### src/rtl/paint_logo_anim.sv
// Paints a scaled "P" glyph that slides horizontally once per qualifying frame.
// Define LOGO_BOUNCE_EN for ping-pong motion; otherwise the offset wraps rightward.
module paint_logo_anim #(
  parameter int unsigned X0       = 500,
  parameter int unsigned Y0       = 550,
  parameter int unsigned SCALE    = 1,
  parameter int unsigned MAX_DELT = 100,
  parameter int unsigned STEP     = 1
) (
  input  logic        clk,
  input  logic        rst,
  input  logic        enable,
  input  logic        pause,
  input  logic        frame_start,
  input  logic [10:0] x,
  input  logic [10:0] y,
  output logic        hit,
  output logic [10:0] delt
);

  localparam logic [11:0] LP_BX   = 12'(X0 + 10 * SCALE);
  localparam logic [11:0] LP_W5   = 12'(5 * SCALE);
  localparam logic [11:0] LP_W20  = 12'(20 * SCALE);
  localparam logic [11:0] LP_W25  = 12'(25 * SCALE);
  localparam logic [11:0] LP_Y0   = 12'(Y0);
  localparam logic [11:0] LP_Y5   = 12'(Y0 + 5 * SCALE);
  localparam logic [11:0] LP_Y20  = 12'(Y0 + 20 * SCALE);
  localparam logic [11:0] LP_Y25  = 12'(Y0 + 25 * SCALE);
  localparam logic [11:0] LP_Y40  = 12'(Y0 + 40 * SCALE);
  localparam logic [11:0] LP_STEP = 12'(STEP);
  localparam logic [11:0] LP_MAX  = 12'(MAX_DELT);

  logic [10:0] r_delt;
  logic        r_hit;
  logic [11:0] w_x;
  logic [11:0] w_y;
  logic [11:0] w_bx;
  logic [11:0] w_sum;
  logic [10:0] w_delt_nxt;
  logic        w_r1, w_r2, w_r3, w_r4;
  logic        w_in;
  logic        w_adv;

  // All glyph edges are offsets from the stem's left edge w_bx.
  always_comb begin
    w_x  = {1'b0, x};
    w_y  = {1'b0, y};
    w_bx = LP_BX + {1'b0, r_delt};
    w_r1 = (w_x >= w_bx) && (w_x < w_bx + LP_W20) && (w_y >= LP_Y0) && (w_y < LP_Y5);
    w_r2 = (w_x >= w_bx) && (w_x < w_bx + LP_W5)  && (w_y >= LP_Y0) && (w_y < LP_Y40);
    w_r3 = (w_x >= w_bx + LP_W20) && (w_x < w_bx + LP_W25) && (w_y >= LP_Y0) && (w_y < LP_Y20);
    w_r4 = (w_x >= w_bx) && (w_x < w_bx + LP_W20) && (w_y >= LP_Y20) && (w_y < LP_Y25);
    w_in  = w_r1 | w_r2 | w_r3 | w_r4;
    w_adv = frame_start & enable & ~pause;
    w_sum = {1'b0, r_delt} + LP_STEP;
  end

`ifdef LOGO_BOUNCE_EN
  localparam logic [0:0] ST_RIGHT = 1'b0;
  localparam logic [0:0] ST_LEFT  = 1'b1;

  logic [0:0] r_state;
  logic [0:0] w_state_nxt;

  always_comb begin
    w_state_nxt = r_state;
    w_delt_nxt  = r_delt;
    if (r_state == ST_RIGHT) begin
      if (w_sum >= LP_MAX) begin
        w_delt_nxt  = LP_MAX[10:0];
        w_state_nxt = ST_LEFT;
      end else begin
        w_delt_nxt = w_sum[10:0];
      end
    end else begin
      if ({1'b0, r_delt} <= LP_STEP) begin
        w_delt_nxt  = '0;
        w_state_nxt = ST_RIGHT;
      end else begin
        w_delt_nxt = r_delt - LP_STEP[10:0];
      end
    end
  end

  always_ff @(posedge clk) begin
    if (rst) begin
      r_state <= ST_RIGHT;
    end else if (w_adv) begin
      r_state <= w_state_nxt;
    end
  end
`else
  always_comb begin
    w_delt_nxt = '0;
    if (w_sum <= LP_MAX) begin
      w_delt_nxt = w_sum[10:0];
    end
  end
`endif

  always_ff @(posedge clk) begin
    if (rst) begin
      r_delt <= '0;
      r_hit  <= 1'b0;
    end else begin
      r_hit <= enable & w_in;
      if (w_adv) begin
        r_delt <= w_delt_nxt;
      end
    end
  end

  assign hit  = r_hit;
  assign delt = r_delt;

endmodule

### config.mk
export PLATFORM = sky130hd
export DESIGN_NAME = paint_logo_anim
export DESIGN_NICKNAME = d
export VERILOG_FILES = /design/src/rtl/paint_logo_anim.sv
export SDC_FILE = /design/constraint.sdc
export NUM_CORES = 1
export LEC_CHECK = 0
export BUFFER_PORTS_ARGS = -buffer_cell sky130_fd_sc_hd__buf_2
export CAP_MARGIN = 30
export CELL_PAD_IN_SITES_DETAIL_PLACEMENT = 1
export CELL_PAD_IN_SITES_GLOBAL_PLACEMENT = 1
export CORE_MARGIN = 2
export CORE_UTILIZATION = 43
export DETAILED_ROUTE_END_ITERATION = 7
export PLACE_DENSITY = 0.8
export SETUP_SLACK_MARGIN = 0.02
export SLEW_MARGIN = 10
export SYNTH_ARGS = -nofsm -noshare
export SYNTH_HDL_FRONTEND = slang
export SYNTH_SLANG_ARGS = --single-unit
### constraint.sdc
create_clock -name clk -period 4 [get_ports clk]
set_input_delay 0.4 -clock clk [delete_from_list [all_inputs] [get_ports clk]]
set_output_delay 0.4 -clock clk [all_outputs]
set_load 0.01 [all_outputs]
# --- Word-level counts from Yosys, hierarchy flattened ---
# Index checks and enable logic that the tools add are counted.
# W data, S select, Z words.
word_totals:
  reg_bits: 12
  latch_bits: 0
  mem_bits_rw: 0
  mem_bits_ro: 0
  inputBits: 27
  output_inout_bits: 12
  memories: 0
op_classes:
  addsub: 5
  mul: 0
  n_div: 0
  n_lt_le_gt_ge: 12
  n_eq_ne: 0
  shift: 0
  mux: 1
  bitwise: 7
  n_reduce_logical: 11
op_table:
  columns: ["op", "n"]
  rows:
  - ["$lt A11 B10 Y1 const B", 4]
  - ["$lt A11 B12 Y1", 3]
  - ["$add A12 B5 Y12 const B", 2]
  - ["$ge A11 B12 Y1", 2]
  - ["$ge A11 B10 Y1 const B", 2]
  - ["$add A11 B1 Y12 const B", 1]
  - ["$add A12 B3 Y12 const B", 1]
  - ["$add A9 B11 Y12 const A", 1]
  - ["$le A12 B7 Y1 const B", 1]
  - ["$logic_and A1 B1 Y1", 11]
  - ["$mux W11", 1]
  - ["$and A1 B1 Y1", 3]
  - ["$or A1 B1 Y1", 3]
  - ["$not A1 Y1", 1]

# --- Logic depth before layout (Yosys ltp) ---
# Gate-level depths: netlist (run 1).
depth:
  depth_word: 10
  ltp_mapped: 17
  mapped_depth_nobuf: 16

# --- Least setup slack after synthesis (run 1) ---
# Ideal clock, no wire load.
synth_timing:
  kind: "reg-to-reg"
  startpoint: "register r_delt[1], in the netlist delt[1]"
  endpoint: "register r_hit, in the netlist hit"
  setup_ns: 0.083
  arrival_time_ns: 3.480
  setup_slack_ns: 0.437
  path_stages_with_launch: 17
  path_buffers: 0
  synth_period_minus_slack_ns: 3.563
  cell_sequence: "dfxtp_1 > inv_1 > ha_1 > xnor2_2 > inv_1 > ha_1 > a21oi_1 > or2_1 > nor2_1 > o22ai_1 > ha_1 > and3_1 > a221o_1 > a21o_1 > o211ai_1 > a21oi_1 > o221ai_1"
synth_via:
  elab_chain_cells: 10
  elab_cells_between_ends: 24
synth_rtl:
  columns: ["item", "line_no", "source"]
  rows:
  - ["start: declaration", "33", "logic [10:0] r_delt;"]
  - ["start signal: assignment", "108", "r_delt <= w_delt_nxt;"]
  - ["$add A9 B11 Y12 *", "48", "w_bx = LP_BX + {1'b0, r_delt};"]
  - ["$add A12 B5 Y12 or $add A12 B3 Y12 (tied branches)", null, null]
  - ["$lt A11 B12 Y1 (on tied branches)", "49, 52, 50", null]
  - ["$logic_and A1 B1 Y1 (on tied branches)", "49, 52, 50", null]
  - ["$logic_and A1 B1 Y1 (on tied branches) (2 in series)", "49, 50", null]
  - ["$or A1 B1 Y1 (2 in series)", "53", "w_in = w_r1 | w_r2 | w_r3 | w_r4;"]
  - ["$or A1 B1 Y1 *", "53", null]
  - ["$and A1 B1 Y1 *", "106", "r_hit <= enable & w_in;"]
  - ["end signal: assignment", "106", null]
  - ["end: declaration", "34", "logic r_hit;"]
# Every way passes the cells marked *; elsewhere a longest branch is shown, timed or not.
# A chain may end at the register's enable or synchronous reset.

# --- Worst setup path after layout (run 1) ---
# Same ends and word-level chain as after synthesis.

==> results of run 1 <==
==> kinds of logic after synthesis <==
logic type	Yosys count	synth area share, %
buf+inv	31	5.53
compound gates	83	22.7
simple gates	118	25.2
mux	4	1.57
xor+xnor	30	11.2
flops	12	9.39
fa+ha+maj	50	24.5
==> timing repair <==
item                       4_1_cts  5_1_grt
hold endpoints to repair         0        0
setup endpoints to repair        0        1
gates resized for setup          0        1
hold buffers                     0        0
==> power groups by stage <==
| stage | Combinational (mW) | Clock, mW | Sequential, mW |
|---|---|---|---|
| global route | 0.160 | 0.122 | 0.122 |
| finish | 0.144 | 0.114 | 0.122 |
| floorplan | 0.0896 | 0 | 0.124 |
| CTS | 0.143 | 0.115 | 0.122 |
| global placement | 0.135 | 0 | 0.125 |
| detailed placement | 0.141 | 0 | 0.125 |
==> area by class of cell <==
| cell class | instances | area [um^2] | share of cell area (%) |
|---|---|---|---|
| repair buffers | 40 | 205 | 7.25 |
| flip-flops and latches | 12 | 240 | 8.48 |
| well taps | 75 | 93.8 | 3.31 |
| multi-input cells | 285 | 2180 | 77.1 |
| clock buffers | 3 | 41.3 | 1.46 |
| inverters | 18 | 67.6 | 2.39 |
==> per-layer routing <==
layer / vias up / track usage, %
met5: - / 0
met2: 44 / 41.7
met4: 0 / 2.54
met1: 1247 / 30.9
met3: 4 / 2.22
li1: 1280 / -
==> flip-flops by register name, indices dropped and copies added (netlist names) <==
name,flops
hit,1
delt,11
==> worst max path at each step <==
stage / slack, ps / endpoint / depth (start not counted)
floorplan: 440 / hit$_SDFF_PP0_ / 16
global placement: 490 / hit$_SDFF_PP0_ / 16
detailed placement: 320 / hit$_SDFF_PP0_ / 16
CTS: 290 / hit$_SDFF_PP0_ / 16
global route: 60 / hit$_SDFF_PP0_ / 16
finish: 290 / hit$_SDFF_PP0_ / 16
==> per-stage QoR <==
stage | hold WS (ps) | setup WS (ps)
detailed placement | 575 | 322
floorplan | 469 | 437
CTS | 416 | 294
finish | 420 | 287
global route | 429 | 60.8
global placement | 533 | 491
==> cell usage in the layout (no fill, tap or decap), types with 6 or more instances in the layout <==
master   Yosys  routed
nand3_1     10      10
ha_1        50      50
o21ai_0      8       8
o21a_1       6       6
nand2_1     25      25
a31oi_1      6       6
nor2_1      27      27
and3_1       7       7
dfxtp_1     12      12
nor2b_1      6       6
xor2_1      12      11
xnor2_1     15      15
o22ai_1      6       6
inv_1       16      16
nand4_1      6       6
buf_2        8      38
a21oi_1     15      15
nor3_1      11      11
==> worst register-to-register path: stages, from the launching register on <==
cell	delay (ps)
dfxtp_1	340
inv_1	90
ha_1	290
xnor2_2	440
inv_1	130
ha_1	270
a21oi_1	210
or2_1	200
nor2_1	60
o22ai_1	150
ha_1	260
and3_1	210
a221o_1	360
a21o_1	200
o211ai_1	180
a21oi_1	90
o221ai_1	160
==> flow_metrics.env, run 1 <==
export IMPL_p_per_area_mw_per_mm2=134
export IMPL_startpoint="delt[1]$_SDFFE_PP0P_"
export IMPL_hold_viol=0
export IMPL_wl_met1_um=3540
export IMPL_met2WireLength_um=3740
export IMPL_min_delay_path_class="in2reg"
export IMPL_detail_route_antenna_nets=0
export IMPL_min_period_ps=3710
export IMPL_ir_worst_vdd_mv=0.141
export IMPL_grt_pass1_vias=2469
export IMPL_p_switching_mw=0.131
export IMPL_reg2reg_depth=16
export IMPL_p_int_mw=0.249
export IMPL_grt_max_degree=17
export IMPL_cts_tree="done"
export IMPL_tns_ps=0
export IMPL_cp_required_ps=4160
export IMPL_synth_area_leaders="ha_1 24%, dfxtp_1 9.4%, xnor2_1 5.1%, xor2_1 4.1%, nor2_1 4.0%"
export IMPL_end_kind="register"
export IMPL_r2r_start="delt[1]$_SDFFE_PP0P_"
export IMPL_cp_max_fo=9
export IMPL_cp_top_family="compound AO/OA/AOI/OAI gates"
export IMPL_cts_buffer_depth=2
export IMPL_areaGrowthSynthToFinish_pct=10.7
export IMPL_r2r_slack_ps=290
export IMPL_dpl_instance_area_mm2=0.00278
export IMPL_finalSetupViolations=0
export IMPL_seq_power_share_pct=32.2
export IMPL_yosysTopAreaCell="ha_1"
export IMPL_syn_nets=405
export IMPL_stdcell_count=433
export IMPL_max_freq_ghz=0.269
export IMPL_drt_iter0_markers=98
export IMPL_die_w_um=81.1
export IMPL_clock_latency_ps=240
export IMPL_cp_num_buf_inv=2
export IMPL_synthDistinctLibCells=64
export IMPL_vias_per_cell=5.95
export IMPL_yosys_top_cells_count="50 x ha_1, 27 x nor2_1, 25 x nand2_1"
export IMPL_hold_depth=2
export IMPL_worstHoldEndpoint="delt[0]$_SDFFE_PP0P_"
export IMPL_row_count=28
export IMPL_drc=0
export IMPL_ys_flop_type="dfxtp_1"
export IMPL_top_layer_used="met4"
export IMPL_synthesis_area_mm2=0.00256
export IMPL_wl_per_cell_um=17.5
export IMPL_cts_buffers=3
export IMPL_grt_usage_pct=23.2
export IMPL_synth_warnings=0
export IMPL_core_area_mm2=0.00585
export IMPL_vias=2575
export IMPL_h_tree_depth=1
export IMPL_die_height_um=81.1
export IMPL_ys_seq_elements=12
export IMPL_diodes=0
export IMPL_crit_path_cell_trace="inv_1, ha_1, xnor2_2, inv_1, ha_1, a21oi_1, or2_1, nor2_1, o22ai_1, ha_1, and3_1, a221o_1, a21o_1, o211ai_1, a21oi_1, o221ai_1"
export IMPL_hpwl_um=6240
export IMPL_nNetsFinal=437
export IMPL_fin_crit_sh_pct=92.8
export IMPL_switching_share_pct=34.4
export IMPL_cp_slowest_cell="xnor2_2"
export IMPL_grt_overflow=0
export IMPL_fin_area_mm2=0.00283
export IMPL_postCtsSetupRepairBufs=0
export IMPL_slew_viol_final=0
export IMPL_slew_headroom_pct=52.8
export IMPL_worst_slew_pin_slew_ps=706
export IMPL_cpPeakStageDelay_ps=440
export IMPL_wl_um=7580
export IMPL_reg2reg_to="hit$_SDFF_PP0_"
export IMPL_cp_start_kind="register"
export IMPL_yosysSeqAreaShare_pct=9.39
export IMPL_portBuffers=38
export IMPL_fp_dieArea_mm2=0.00658
export IMPL_cp_common_cell="ha_1"
export IMPL_async_flop_share_pct=0
export IMPL_fillers=760
export IMPL_io_pins=39
export IMPL_start_util_pct=43.7
export IMPL_crit_arrival_ps=3870
export IMPL_cts_sinks=12
export IMPL_dr_wl_met3_um=241
export IMPL_finalWeightedCongestion=0.919
export IMPL_yosysMostFrequentCell="ha_1"
export IMPL_skew_ps=4.04
export IMPL_syn_instance_count=328
export IMPL_total_power_mw=0.380
export IMPL_max_cap_viol_count=0
export IMPL_outcome="finished, final reports clean"
export IMPL_worstHoldStart="rst"
export IMPL_rsz0062_at_grt="no"
export IMPL_clkTransAtPathRegs_ps=60
export IMPL_cts_root_buffer="clkbuf_8"
export IMPL_pwr_share_clk_pct=30.0
export IMPL_dr_pass1_iters=4
export IMPL_drive_above_1_share_pct=15.9
export IMPL_dp_cells=430
export IMPL_synth_top_cell_area_share_pct=24.5
export IMPL_postLayoutCoreUtil_pct=48.4
export IMPL_crit_type="reg2reg"
export IMPL_grt_pass1_wl_um=12000
export IMPL_synth_edf_count=0
export IMPL_synth_avg_cell_area_um2=7.80
export IMPL_pwr_share_comb_pct=37.8
export IMPL_antenna_found_initial=0
export IMPL_leakagePower_nw=1.27
(Power assumes the default switching activity.)
==> run 2, diff against run 1 <==
--- a/config.mk
+++ b/config.mk
@@ -7,12 +7,10 @@
 export LEC_CHECK = 0
 export BUFFER_PORTS_ARGS = -buffer_cell sky130_fd_sc_hd__buf_2
 export CAP_MARGIN = 30
-export CELL_PAD_IN_SITES_DETAIL_PLACEMENT = 1
-export CELL_PAD_IN_SITES_GLOBAL_PLACEMENT = 1
 export CORE_MARGIN = 2
-export CORE_UTILIZATION = 43
+export CORE_UTILIZATION = 54
 export DETAILED_ROUTE_END_ITERATION = 7
-export PLACE_DENSITY = 0.8
+export PLACE_DENSITY = 0.74
 export SETUP_SLACK_MARGIN = 0.02
 export SLEW_MARGIN = 10
 export SYNTH_ARGS = -nofsm -noshare
==> flow_metrics.env, run 2 (synthesized netlist as in run 1, its figures left out) <==
export IMPL_cts_buffer_depth=2
export IMPL_nNetsFinal=438
export IMPL_outcome="finished, final reports clean"
export IMPL_cp_start_kind="register"
export IMPL_antenna_found_initial=0
export IMPL_fp_dieArea_mm2=0.00530
export IMPL_cts_sinks=12
export IMPL_max_cap_viol_count=0
export IMPL_row_count=25
export IMPL_hold_depth=2
export IMPL_postLayoutCoreUtil_pct=60.9
export IMPL_hpwl_um=5040
export IMPL_cts_root_buffer="clkbuf_8"
export IMPL_cts_buffers=3
export IMPL_ir_worst_vdd_mv=0.101
export IMPL_drive_above_1_share_pct=16.1
export IMPL_vias_per_cell=6.00
export IMPL_clock_latency_ps=250
export IMPL_timing_hold_ws_ps=413
export IMPL_stdcell_count=414
export IMPL_tns_ps=0
export IMPL_h_tree_depth=1
export IMPL_drt_iter0_markers=134
export IMPL_cts_tree="done"
export IMPL_dp_cells=410
export IMPL_cp_slowest_cell="xnor2_2"
export IMPL_cts_resized=0
export IMPL_portBuffers=38
export IMPL_wl_met1_um=2920
export IMPL_grt_pass1_wl_um=10500
export IMPL_slew_headroom_pct=54.0
export IMPL_start_util_pct=55.2
export IMPL_largest_reg_flops=11
export IMPL_core_area_mm2=0.00463
export IMPL_end_kind="register"
export IMPL_top_layer_used="met4"
export IMPL_grt_overflow=0
export IMPL_dr_pass1_iters=4
export IMPL_die_height_um=72.8
export IMPL_min_delay_path_class="in2reg"
export IMPL_diodes=0
export IMPL_fin_crit_sh_pct=90.5
export IMPL_drc=0
export IMPL_io_pins=39
export IMPL_reg2reg_depth=16
export IMPL_p_per_area_mw_per_mm2=141
export IMPL_postCtsHoldBufs=0
export IMPL_finalSetupViolations=0
export IMPL_grt_max_degree=17
export IMPL_clkTransAtPathRegs_ps=60
export IMPL_cpPeakStageDelay_ps=420
export IMPL_wl_per_cell_um=14.9
export IMPL_worst_slew_pin_slew_ps=690
export IMPL_finalWeightedCongestion=0.974
export IMPL_crit_type="reg2reg"
export IMPL_hold_viol=0
export IMPL_cp_top_family="compound AO/OA/AOI/OAI gates"
export IMPL_cp_max_fo=9
export IMPL_worst_path_stages=16
export IMPL_cp_required_ps=4160
export IMPL_rsz0062_at_grt="no"
export IMPL_mostFrequentLayoutCell="ha_1"
export IMPL_final_cell_mix="50 x ha_1, 38 x buf_2, 27 x nor2_1, 25 x nand2_1, 16 x inv_1"
export IMPL_met2WireLength_um=2880
export IMPL_wl_um=6190
export IMPL_die_w_um=72.8
export IMPL_grt_usage_pct=24.6
export IMPL_crit_arrival_ps=3780
export IMPL_slew_viol_final=0
export IMPL_cp_num_buf_inv=2
export IMPL_leakagePower_nw=1.28
export IMPL_dr_wl_met3_um=291
export IMPL_areaGrowthSynthToFinish_pct=10.2
export IMPL_max_freq_ghz=0.276
export IMPL_min_period_ps=3620
export IMPL_detail_route_antenna_nets=0
export IMPL_vias=2485
export IMPL_total_power_mw=0.397
export IMPL_postCtsSetupRepairBufs=0
export IMPL_crit_path_cell_trace="inv_1, ha_1, xnor2_2, inv_1, ha_1, a21oi_1, or2_1, nor2_1, o22ai_1, ha_1, and3_1, a221o_1, a21o_1, o211ai_1, a21oi_1, o221ai_1"
export IMPL_cp_common_cell="ha_1"
export IMPL_grt_pass1_vias=2291
export IMPL_skew_ps=9.05
## run 2: cell types whose count changed in the layout (fill, tap and decap cells not counted), sizes merged
cell	previous run	this run
buf	40	41
clkbuf	3	4
## run 2: metrics by stage
step	area (um^2)	worst slack, ps
2_1_floorplan	2560	437
3_3_place_gp	2760	543
3_5_place_dp	2760	424
4_1_cts	2820	389
5_1_grt	2820	49.1
6_report	2820	379
## run 2: final timing paths
check | startpoint | endpoint | slack (ps)
setup / recovery | delt[1]$_SDFFE_PP0P_ | hit$_SDFF_PP0_ | 380
hold / removal | rst | delt[0]$_SDFFE_PP0P_ | 410
setup reg to reg | delt[1]$_SDFFE_PP0P_ | hit$_SDFF_PP0_ | 380
hold reg to reg | delt[2]$_SDFFE_PP0P_ | delt[2]$_SDFFE_PP0P_ | 550
## run 2: metal layers
layer / vias up / global-route usage (%)
li1: 1282 / -
met2: 57 / 41.2
met5: - / 0
met4: 0 / 5.97
met3: 10 / 3.73
met1: 1136 / 33.2
## run 2: area by class of cell
cell class | instances | area (um^2)
fillers | 420 | 1810
clock buffers | 4 | 55.1
repair buffers | 41 | 213
multi-input cells | 285 | 2180
inverters | 18 | 67.6
flip-flops and latches | 12 | 240
well taps | 54 | 67.6
## run 2: report_power, final
part           switching (mW)  leakage, nW  total, mW  internal, mW
logic                  0.0741         1.16      0.136        0.0616
registers             0.00189       0.0967      0.122         0.120
clock network          0.0517       0.0288      0.139        0.0872
## run 2: worst register-to-register path, delay by kind of cell (launching register included)
kind,cells,cell delay [ps]
AO/OA/AOI/OAI,7,1290
adder cells (fa/ha/maj),3,800
AND/OR/NAND/NOR,3,450
XOR/XNOR,1,420
flip-flops,1,340
buffers and inverters,2,230
==> run 3, diff against run 2 <==
--- a/config.mk
+++ b/config.mk
@@ -5,8 +5,9 @@
 export SDC_FILE = /design/constraint.sdc
 export NUM_CORES = 1
 export LEC_CHECK = 0
+export ABC_AREA = 1
 export BUFFER_PORTS_ARGS = -buffer_cell sky130_fd_sc_hd__buf_2
-export CAP_MARGIN = 30
+export CAP_MARGIN = 20
 export CORE_MARGIN = 2
 export CORE_UTILIZATION = 54
 export DETAILED_ROUTE_END_ITERATION = 7
==> flow_metrics.env, run 3 <==
export IMPL_end_kind="register"
export IMPL_synth_edf_count=0
export IMPL_mostFrequentLayoutCell="nand2_1"
export IMPL_synthesis_area_mm2=0.00266
export IMPL_yosysTopAreaCell="ha_1"
export IMPL_tns_ps=0
export IMPL_largest_reg_flops=11
export IMPL_fp_dieArea_mm2=0.00550
export IMPL_cts_tree="done"
export IMPL_crit_type="reg2reg"
export IMPL_synth_area_leaders="ha_1 24%, nand2_1 16%, dfxtp_1 9.0%, xor2_1 6.6%, inv_1 6.4%"
export IMPL_synth_avg_cell_area_um2=6.45
export IMPL_cts_buffers=3
export IMPL_portBuffers=38
export IMPL_yosysSeqAreaShare_pct=9.04
export IMPL_wl_met1_um=2900
export IMPL_cts_sinks=12
export IMPL_max_freq_ghz=0.301
export IMPL_outcome="finished, final reports clean"
export IMPL_die_height_um=74.1
export IMPL_drt_iter0_markers=99
export IMPL_finalWeightedCongestion=0.874
export IMPL_p_per_area_mw_per_mm2=131
export IMPL_grt_pass1_wl_um=10100
export IMPL_die_w_um=74.1
export IMPL_min_period_ps=3320
export IMPL_h_tree_depth=1
export IMPL_yosys_top_cells_count="114 x nand2_1, 50 x ha_1, 45 x inv_1"
export IMPL_synth_top_cell_area_share_pct=23.6
export IMPL_vias=2581
export IMPL_rsz0062_at_grt="no"
export IMPL_cp_required_ps=4180
export IMPL_synth_warnings=0
export IMPL_pwr_share_clk_pct=29.0
export IMPL_dr_wl_met3_um=96
export IMPL_syn_nets=489
export IMPL_skew_ps=8.07
export IMPL_async_flop_share_pct=0
export IMPL_switching_share_pct=35.1
export IMPL_cp_max_fo=7
export IMPL_p_int_mw=0.249
export IMPL_detail_route_antenna_nets=0
export IMPL_ys_flop_type="dfxtp_1"
export IMPL_min_delay_path_class="in2reg"
export IMPL_slew_viol_final=0
export IMPL_stdcell_count=515
export IMPL_ys_seq_elements=12
export IMPL_fin_crit_sh_pct=83.0
export IMPL_antenna_found_initial=0
export IMPL_max_cap_viol_count=0
export IMPL_grt_overflow=0
export IMPL_yosysMostFrequentCell="nand2_1"
export IMPL_final_cell_mix="114 x nand2_1, 50 x ha_1, 45 x inv_1, 38 x buf_2, 35 x nor2_1"
export IMPL_dp_cells=512
export IMPL_drive_above_1_share_pct=19.4
export IMPL_cts_resized=0
export IMPL_nNetsFinal=527
export IMPL_hpwl_um=4950
export IMPL_met2WireLength_um=2740
export IMPL_cts_buffer_depth=2
export IMPL_slew_headroom_pct=65.5
export IMPL_diodes=0
export IMPL_dr_pass1_iters=5
export IMPL_fillers=453
export IMPL_syn_instance_count=412
export IMPL_p_switching_mw=0.135
export IMPL_postCtsHoldBufs=0
export IMPL_io_pins=39
export IMPL_wl_um=5800
export IMPL_areaGrowthSynthToFinish_pct=10.5
export IMPL_crit_arrival_ps=3500
export IMPL_worst_slew_pin_slew_ps=512
export IMPL_grt_usage_pct=22.9
export IMPL_core_area_mm2=0.00472
export IMPL_vias_per_cell=5.01
export IMPL_cp_start_kind="register"
export IMPL_leakagePower_nw=1.61
export IMPL_grt_pass1_vias=2345
export IMPL_grt_max_degree=14
export IMPL_postCtsSetupRepairBufs=0
export IMPL_clkTransAtPathRegs_ps=60
export IMPL_hold_viol=0
export IMPL_pwr_share_comb_pct=39.0
export IMPL_start_util_pct=56.2
export IMPL_cts_root_buffer="clkbuf_8"
export IMPL_ir_worst_vdd_mv=0.219
export IMPL_synthDistinctLibCells=38
export IMPL_row_count=25
export IMPL_wl_per_cell_um=11.3
export IMPL_finalSetupViolations=0
export IMPL_clock_latency_ps=240
export IMPL_seq_power_share_pct=32.0
export IMPL_top_layer_used="met4"
export IMPL_drc=0
==> run 3: final cells by class <==
cell class	instances	area (um^2)	share of cell area [%]
clock buffer	3	41.3	1.41
inverter	57	216	7.38
multi-input combinational	338	2160	73.7
sequential	12	240	8.19
tap	67	83.8	2.86
timing repair buffer	38	190	6.48
==> run 3: cell families (layout without fill, tap and decap cells) <==
family | Yosys count | in the layout | share of synthesized area (%)
and+or+nand+nor | 214 | 214 | 38.1
DFF | 12 | 12 | 9.04
adders and majority gates | 50 | 50 | 23.6
AOI/OAI and AO/OA | 46 | 46 | 9.80
buffers and inverters | 62 | 98 | 9.56
xor gates and xnor gates | 28 | 28 | 9.94
==> run 3: through the flow <==
stage | worst slack, ps | util (%) | total power [mW] | hold slack, ps | instance area [um^2]
detailed placement | 663 | 61.2 | 0.275 | 570 | 2890
floorplan | 1020 | - | 0.229 | 536 | 2660
finish | 679 | 62.1 | 0.383 | 446 | 2930
CTS | 654 | 62.1 | 0.385 | 439 | 2930
global route | 270 | 62.1 | 0.412 | 455 | 2930
global placement | 756 | 61.2 | 0.271 | 549 | 2890
==> run 3: power by group through the flow <==
stage / Sequential [mW] / Clock [mW] / Combinational (mW)
after global placement: 0.125 / 0 / 0.146
after global routing: 0.123 / 0.114 / 0.175
after floorplan: 0.125 / 0 / 0.104
after detailed placement: 0.125 / 0 / 0.150
final: 0.123 / 0.111 / 0.150
after CTS: 0.123 / 0.112 / 0.150
==> run 3: path summary, 6_finish.rpt <==
path                            cells past startpoint                 start  slack [ps]              endpoint
worst min-delay path                                3                enable         450        hit$_SDFF_PP0_
worst min register to register                      2  delt[1]$_SDFFE_PP0P_         570  delt[1]$_SDFFE_PP0P_
worst max register to register                     20  delt[1]$_SDFFE_PP0P_         680        hit$_SDFF_PP0_
worst max-delay path                               20  delt[1]$_SDFFE_PP0P_         680        hit$_SDFF_PP0_
==> run 3: critical path, cell delays in order (launching register included) <==
cell	delay (ps)
dfxtp_1	430
inv_1	160
ha_1	310
inv_1	80
nand2_1	60
nand2_2	160
ha_1	220
o21ai_0	180
nor2_1	180
nand2_1	90
xor2_1	150
ha_1	300
nand3_1	60
nor3_1	190
nor3b_1	260
nor2_1	80
nor2_1	120
nand2_1	60
nand2_1	70
inv_2	40
a21oi_2	90
==> run 3: metal layers <==
metal	vias to the layer above	track usage, %
li1	1408	-
met1	1131	30.8
met2	34	40.5
met3	8	1.63
met4	0	4.04
met5	-	0
